`src/rtl/keypad_matrix_emulator.sv`:
```
// Emulated 4x4 active-low key matrix: one commanded key closes with contact bounce on press and
// release, answers the scanner's column drive on row, then holds the contact open for a gap.
module keypad_matrix_emulator #(
    parameter int BOUNCE_TOGGLES = 4,
    parameter int BOUNCE_PERIOD  = 2,
    parameter int GAP_CYCLES     = 8
) (
    input  logic       clk,
    input  logic       reset,
    input  logic [3:0] shift_col,
    input  logic       key_req_valid,
    input  logic [3:0] key_req_idx,
    input  logic [7:0] key_req_hold,
    output logic       key_req_ready,
    input  logic       abort,
    output logic [3:0] row,
    output logic       busy,
    output logic       done,
    output logic       aborted,
    output logic       contact,
    output logic [2:0] state_dbg
);
    // Request handshake: a request transfers on the rising edge where key_req_valid and
    // key_req_ready are both high; ready is high exactly while the emulator sits in IDLE.

    localparam int CNT_W  = (GAP_CYCLES > 256) ? $clog2(GAP_CYCLES) : 8;
    localparam int SUB_W  = (BOUNCE_PERIOD > 1) ? $clog2(BOUNCE_PERIOD) : 1;
    localparam int STEP_W = (BOUNCE_TOGGLES > 1) ? $clog2(BOUNCE_TOGGLES) : 1;

    localparam logic [CNT_W-1:0]  GAP_LOAD  = CNT_W'(GAP_CYCLES - 1);
    localparam logic [SUB_W-1:0]  SUB_LAST  = SUB_W'(BOUNCE_PERIOD - 1);
    localparam logic [STEP_W-1:0] STEP_LAST = STEP_W'(BOUNCE_TOGGLES - 1);

    typedef enum logic [2:0] {
        S_IDLE  = 3'd0,
        S_PRESS = 3'd1,
        S_HOLD  = 3'd2,
        S_REL   = 3'd3,
        S_GAP   = 3'd4
    } state_t;

    state_t            state_q;
    logic              contact_q;
    logic              done_q;
    logic              aborted_q;
    logic [3:0]        idx_q;
    logic [7:0]        hold_q;
    logic [CNT_W-1:0]  cnt_q;
    logic [SUB_W-1:0]  sub_q;
    logic [STEP_W-1:0] step_q;
    logic [7:0]        hold_eff;
    logic              active;

    assign hold_eff = (key_req_hold == 8'd0) ? 8'd1 : key_req_hold;
    assign active   = (state_q == S_PRESS) || (state_q == S_HOLD) || (state_q == S_REL);

    always_ff @(posedge clk or negedge reset) begin
        if (!reset) begin
            state_q   <= S_IDLE;
            contact_q <= 1'b0;
            done_q    <= 1'b0;
            aborted_q <= 1'b0;
            idx_q     <= 4'd0;
            hold_q    <= 8'd1;
            cnt_q     <= '0;
            sub_q     <= '0;
            step_q    <= '0;
        end else begin
            done_q <= 1'b0;
            if (abort && active) begin
                // Abort beats any phase exit landing on the same edge.
                state_q   <= S_GAP;
                contact_q <= 1'b0;
                aborted_q <= 1'b1;
                cnt_q     <= GAP_LOAD;
            end else begin
                case (state_q)
                    S_IDLE: begin
                        if (key_req_valid) begin
                            idx_q     <= key_req_idx;
                            hold_q    <= hold_eff;
                            aborted_q <= 1'b0;
                            contact_q <= 1'b1;
                            sub_q     <= '0;
                            step_q    <= '0;
                            if (BOUNCE_TOGGLES == 0) begin
                                state_q <= S_HOLD;
                                cnt_q   <= CNT_W'(hold_eff) - CNT_W'(1);
                            end else begin
                                state_q <= S_PRESS;
                            end
                        end
                    end
                    S_PRESS: begin
                        if (sub_q == SUB_LAST) begin
                            sub_q <= '0;
                            if (step_q == STEP_LAST) begin
                                state_q   <= S_HOLD;
                                contact_q <= 1'b1;
                                cnt_q     <= CNT_W'(hold_q) - CNT_W'(1);
                            end else begin
                                step_q    <= step_q + STEP_W'(1);
                                contact_q <= step_q[0];
                            end
                        end else begin
                            sub_q <= sub_q + SUB_W'(1);
                        end
                    end
                    S_HOLD: begin
                        if (cnt_q == '0) begin
                            contact_q <= 1'b0;
                            if (BOUNCE_TOGGLES == 0) begin
                                state_q <= S_GAP;
                                cnt_q   <= GAP_LOAD;
                            end else begin
                                state_q <= S_REL;
                                sub_q   <= '0;
                                step_q  <= '0;
                            end
                        end else begin
                            cnt_q <= cnt_q - CNT_W'(1);
                        end
                    end
                    S_REL: begin
                        if (sub_q == SUB_LAST) begin
                            sub_q <= '0;
                            if (step_q == STEP_LAST) begin
                                state_q   <= S_GAP;
                                contact_q <= 1'b0;
                                cnt_q     <= GAP_LOAD;
                            end else begin
                                step_q    <= step_q + STEP_W'(1);
                                contact_q <= ~step_q[0];
                            end
                        end else begin
                            sub_q <= sub_q + SUB_W'(1);
                        end
                    end
                    S_GAP: begin
                        if (cnt_q == '0) begin
                            state_q <= S_IDLE;
                            done_q  <= 1'b1;
                        end else begin
                            cnt_q <= cnt_q - CNT_W'(1);
                        end
                    end
                    default: begin
                        state_q   <= S_IDLE;
                        contact_q <= 1'b0;
                    end
                endcase
            end
        end
    end

    always_comb begin
        row = 4'b1111;
        if (contact_q && !shift_col[idx_q[3:2]]) begin
            row[idx_q[1:0]] = 1'b0;
        end
    end

    assign key_req_ready = (state_q == S_IDLE);
    assign busy          = (state_q != S_IDLE);
    assign done          = done_q;
    assign aborted       = aborted_q;
    assign contact       = contact_q;
    assign state_dbg     = state_q;

endmodule

```
`config.mk`:
```
export PLATFORM = sky130hd
export DESIGN_NAME = keypad_matrix_emulator
export DESIGN_NICKNAME = d
export VERILOG_FILES = /design/src/rtl/keypad_matrix_emulator.sv
export SDC_FILE = /design/constraint.sdc
export NUM_CORES = 1
export LEC_CHECK = 0
export CAP_MARGIN = 20
export CELL_PAD_IN_SITES_DETAIL_PLACEMENT = 0
export CELL_PAD_IN_SITES_GLOBAL_PLACEMENT = 1
export CORE_MARGIN = 10
export CORE_UTILIZATION = 31
export CTS_CLUSTER_SIZE = 40
export DETAILED_ROUTE_END_ITERATION = 7
export GPL_ROUTABILITY_DRIVEN = 0
export PLACE_DENSITY_LB_ADDON = 0.2
export SKIP_LAST_GASP = 1
export SYNTH_ARGS = -nofsm -noshare
export SYNTH_HDL_FRONTEND = slang
export SYNTH_SLANG_ARGS = --single-unit
```
`constraint.sdc`:
```
create_clock -name clk -period 2.26 [get_ports clk]
set_input_delay 0.226 -clock clk [delete_from_list [all_inputs] [get_ports clk]]
set_output_delay 0.226 -clock clk [all_outputs]
set_load 0.02 [all_outputs]
```
; Yosys cells after proc, flatten, opt, wreduce, memory -nomap -nowiden
; Cells that the tools add are included.
[totals]
in_bits = 20
reg_bits = 29
out_inout_bits = 12
elab_cells = 103
[op_classes]
n_eq_ne = 18
n_addsub = 4
magnitude_cmp = 3
bitwise_logic = 3
n_reduce_logical = 23
muxes = 43
[ops]
columns = cell, count
row1 = 2-to-1 mux 8 bit, 7
row2 = 2-to-1 mux 3 bit, 8
row3 = case mux 8 bit (3 select lines), 1
row4 = logical NOT 8 bit, 2
row5 = 2-to-1 mux 1 bit, 16
row6 = "subtractor 8 x 1 -> 8 bit, second input constant", 2
row7 = case mux 3 bit (5 select lines), 1
row8 = AND reduction 6 bit, 2
row9 = "inequality test 3 x 1 -> 1 bit, second input constant", 3
row10 = "inequality test 3 x 2 -> 1 bit, second input constant", 3
row11 = 2-to-1 mux 2 bit, 4
row12 = AND reduction 7 bit, 1
row13 = "equality test 3 x 2 -> 1 bit, second input constant", 2
row14 = "less-than comparator 2 x 3 -> 1 bit, second input constant", 2
row15 = "inequality test 2 bit, second input constant", 3
row16 = "inequality test 3 bit, second input constant", 2
row17 = case mux 2 bit (3 select lines), 1
row18 = nonzero test 3 bit, 2
row19 = case mux 1 bit (5 select lines), 1
row20 = AND reduction 5 bit, 1
row21 = 2-to-1 mux 4 bit, 1
row22 = "inequality test 2 x 1 -> 1 bit, second input constant", 2
row23 = NOT 4 bit, 1
row24 = AND reduction 4 bit, 1
row25 = other kinds (19), 25

; Depth between registers and ports, before layout
[logic_depth]
depth_word = 6
mapped_depth = 12
depth_no_buf = 9

; Worst setup path after synthesis
; No wires, ideal clock.
[synth_timing]
kind = reg-to-reg
from = register state_q[1] (netlist: state_dbg[1])
to = register cnt_q[6]
t_arrival_ns = 2.340
setup_time_ns = 0.126
period_less_slack_ns = 2.466
path_buffers = 3
path_stages_with_launch = 13
setup_slack_ns = -0.206
required_time_ns = 2.134
cell_sequence = dfrtp_1 -> buf_6 -> xnor2_1 -> nor2_1 -> buf_2 -> nand2_1 -> a21boi_0 -> ha_1 -> clkbuf_1 -> nand2_1 -> o21a_1 -> o31ai_1 -> o2bb2ai_1
[synth_via]
elab_chain_len = 6
word_cells_on_any_way = 17
cone_classes = eq/ne (9) / mux (2) / reduce/logical (6)
[synth_rtl]
columns = element, line_no
row1 = from (decl), 42  ; state_t state_q;
row2 = from (signal assigned), 59  ; state_q <= S_IDLE;
row3 = from (signal assigned), 72  ; state_q <= S_GAP;
row4 = from (signal assigned), 87  ; state_q <= S_HOLD;
row5 = equality test 3 x 1 -> 1 bit or equality test 3 x 2 -> 1 bit (tied branches), "55, 77"
row6 = logical OR 1 bit (2 in series), 55  ; assign active = (state_q == S_PRESS) || (state_q == S_HOLD) || (state_q == S_REL);
row7 = logical AND 1 bit, 70  ; if (abort && active) begin
row8 = inequality test 3 bit (no line) (tied with other cells), -
row9 = AND reduction 6 bit (no line), -
row10 = to (signal assigned), 88  ; cnt_q <= CNT_W'(hold_eff) - CNT_W'(1);
row11 = to (signal assigned), 100  ; cnt_q <= CNT_W'(hold_q) - CNT_W'(1);
row12 = to (signal assigned), 121  ; cnt_q <= cnt_q - CNT_W'(1);
row13 = to (decl), 48  ; logic [CNT_W-1:0] cnt_q;
; Parallel ways exist; a longest one is shown, timed or not.
; A chain may end at the register's enable or synchronous reset.

; Worst setup path after layout
[layout_timing]
from = register state_q[0] (netlist: state_dbg[0])
to = output port key_req_ready
[layout_via]
elab_chain_len = 1
[layout_rtl]
columns = element, line_no
row1 = logical NOT 3 bit, 163  ; assign key_req_ready = (state_q == S_IDLE);
row2 = to (decl), 14  ; output logic key_req_ready,
; Every way passes these cells.

==> impl_results.md <==
- Least-Margin Pin Slew: approximately 0.6 ns
- Clock root buffer: clkbuf_8
- Synth Net Count: 211
- Lkg Pwr: 0.9066 nW
- Area of the mapped netlist: ~0.0019 mm²
- Port Buffers: 31
- Antenna violations before repair: 0
- Routed Wire Length: about 4800 µm
- Buffer depth of the longest clock path: 2
- Iteration-0 DRC count of the detailed router: slightly below 80
- Number of flip-flops and latches in the synthesized netlist: 29
- Most common cell after layout, fill and taps aside: clkdlybuf4s50_1
- Final antenna-violating net count: 0
- Critical path arrival: slightly below 2 ns
- Total clock sinks: 29
- Setup TNS: 0 ns
- Share of flip-flops with an asynchronous set or reset: between 90% and 100%
- H-tree lvl count: 2
- Final count of negative-setup-slack endpoints: 0
- Yosys warning total: 0
- Worst IR drop on VDD: between 0.0004 and 0.0005 V
- Average cell area after synthesis: between 9 and 10 µm²
- Maximum number of pins on one net before global-route repair: 30
- First-pass GRT wire length: roughly 8400 µm
- Critical setup path kind: flip-flop to output port
- Commonest non-fill, non-tap cells in the layout: clkdlybuf4s50_1, dfrtp_1, a21oi_1
- Clock latency on the worst-skew pair: 0.28 ns
- Cell at the slowest stage of the critical path: clkdlybuf4s50_1
- Hold buffer count at CTS: 0
- Overall via count from detail_route: 1579
- Rel. slew slack: between 50% and 60%
- Fmax: around 460 MHz
- Total GRT Usage: approximately a tenth
- Die width: around 98 µm
- Non-filler instance count after layout: around 300
- Sum of met2 wire segment lengths after detailed routing: 2217 µm
- Setup ws final: between 0.09 and 0.1 ns
- Number of global-route vias before repair: approximately 1700
- Worst hold slack: between 0.3 and 0.4 ns
- Total clock buffers created by CTS: 5
- Area of the die: 0.009531 mm²
- Met3 wire len: approximately 220 µm
- M1 wire length: around 2300 µm
- Chip Height: between 90 and 100 µm
- Final Critical Period: approximately 2.2 ns
- Number of search-and-repair iterations in the first detailed-routing pass: 4
- Vias per cell: 5.211
- Synth-to-layout area growth: 27.39%
- HPWL after detailed placement: about 3500 µm
- Worst Setup Start Kind: flip-flop
- Capturing element type of the critical path: output port
- Power density over the cells: about 1300 mW/mm²
- Top metal layer carrying routed signals: met4
- Required @ worst endpoint: around 2.0 ns
- Critical path cell sequence: buf_4, or3_4, inv_2, clkdlybuf4s50_1
- Core ar.: 0.005886 mm²
- Dominant register cell in the synthesized netlist: dfrtp_1
- Cell variety after synth: slightly above 60
- Placed Cells: between 200 and 300
- Crit Path Max Fanout: 16
- Register clock-pin slew on the reported worst setup and hold paths: roughly 0.06 ns
- Fin util: 40.43%
- Sequential-to-total area share from yosys stat: about two fifths
- Number of endpoints with negative hold slack in the final report: 0
- Starting density of the core: between 30% and 40%
- Final Skew: 0.002466 ns
- Max-cap violations: 0
- Ports: 32
- Fillers: 599
- Final Max Tran Viols: 0
- Remaining global-route overflow: 0
- Number of remaining DRC errors: 0
- Worst min-delay path class: input port to asynchronous set/reset pin
- FP Rows: 28
- Ant diodes: 0
- Ratio of cells with drive above 1 in the final layout: 22.81%
- Clock tree from TritonCTS: yes
- Placement-stage worst setup slack: -0.03830 ns
- Final cycle utilization of the critical path: between 90% and 100%
- Post-synth EDFFs: 0
- Wire length per cell after detailed routing: roughly 16 µm
- Number of buffers inserted to repair setup after CTS: 0
- Status: completed
- Crit path largest cell delay: slightly below 0.6 ns
- Total Nets Final: 249
- Number of cells produced by synthesis: roughly 190
-- per-layer routing --
layer / vias up / track usage, %
li1: 785 / -
met1: 757 / 13.17
met2: 32 / 16.81
met3: 5 / 2.845
met4: 0 / 3.356
met5: - / 0
-- worst paths after layout --
check,start,endpoint,slack (ns),cells past startpoint
worst max-delay path,state_dbg[0]$_DFFE_PN0P_,key_req_ready,0.09,4
min in group clk,cnt_q[7]$_DFFE_PN0P_,done$_DFF_PN0_,0.51,1
worst max register to register,state_dbg[1]$_DFFE_PN0P_,cnt_q[7]$_DFFE_PN0P_,0.22,6
max in group asynchronous,reset,hold_q[0]$_DFFE_PN1P_,1.59,2
worst min-delay path,reset,idx_q[0]$_DFFE_PN0P_,0.34,2
worst min register to register,cnt_q[7]$_DFFE_PN0P_,done$_DFF_PN0_,0.51,1
-- kinds of logic after synthesis --
| kind of cell | count (synthesis) | share of synthesized area (%) |
|---|---|---|
| xor+xnor | 3 | 1.407 |
| buf+inv | 17 | 5.559 |
| compound gates | 58 | 21.77 |
| mux | 16 | 10.38 |
| fa+ha+maj | 2 | 1.339 |
| flops | 29 | 38.92 |
| simple gates | 64 | 20.63 |
-- state kept, by name, indices dropped and copies added, names as in the netlist --
name	count
cnt_q	8
hold_q	8
idx_q	4
state_dbg	3
step_q	2
aborted	1
contact	1
done	1
sub_q	1
-- repair_timing --
action | CTS | global route
resized for setup | 4 | 4
pin swaps | 0 | 2
setup endpoints to repair | 4 | 3
-- stage by stage --
stage / cell area [µm²] / power (mW)
finish: 2380 / 3.155
floorplan: 1888 / 2.259
global placement: 2283 / 2.749
CTS: 2359 / 3.170
detailed placement: 2283 / 2.750
global route: 2380 / 3.460
-- cell type report --
| cell class | instances | area (µm²) | share of cell area (%) |
|---|---|---|---|
| Timing Repair Buffer | 42 | 387.9 | 16.30 |
| Clock buffer | 8 | 80.08 | 3.365 |
| Sequential cell | 29 | 729.5 | 30.65 |
| Inverter | 6 | 22.52 | 0.9464 |
| Multi-Input combinational cell | 143 | 1066 | 44.79 |
| Tap cell | 75 | 93.84 | 3.943 |
-- power by group --
| group | internal [mW] | switching [mW] |
|---|---|---|
| clock network | 0.218 | 0.192 |
| registers | 0.766 | 0.324 |
| logic | 0.835 | 0.820 |
| total | 1.82 | 1.34 |
-- cells in the mapped netlist, types with 2 or more instances --
cell type | number | area [µm²]
xnor2_1 | 3 | 26.28
o22ai_1 | 3 | 18.77
nor3b_1 | 2 | 15.01
buf_6 | 4 | 45.04
dfrtp_1 | 28 | 700.7
a21oi_1 | 16 | 80.08
a21o_2 | 2 | 17.52
o2bb2ai_1 | 3 | 26.28
ha_1 | 2 | 25.02
nand2_1 | 12 | 45.04
a21o_1 | 3 | 22.52
nand3_1 | 3 | 15.01
o31ai_1 | 3 | 22.52
clkbuf_1 | 3 | 11.26
buf_4 | 2 | 15.01
mux2_2 | 13 | 146.4
o21a_1 | 2 | 15.01
buf_2 | 2 | 10.01
inv_1 | 5 | 18.77
nand2b_1 | 3 | 18.77
o21bai_1 | 2 | 15.01
a21boi_0 | 2 | 15.01
a32oi_1 | 2 | 17.52
o21ai_0 | 5 | 25.02
nor2_1 | 16 | 60.06
or3_1 | 2 | 12.51
nor4_1 | 4 | 25.02
nor3_1 | 6 | 30.03
o31a_1 | 4 | 35.03
-- worst max-delay path, delay by kind of cell, from the launching register on --
kind                   cells  cell delay, ns
buffers and inverters      3            0.85
AND/OR/NAND/NOR            1            0.40
flip-flops                 1            0.41
Power figures use the tool's default switching activity.
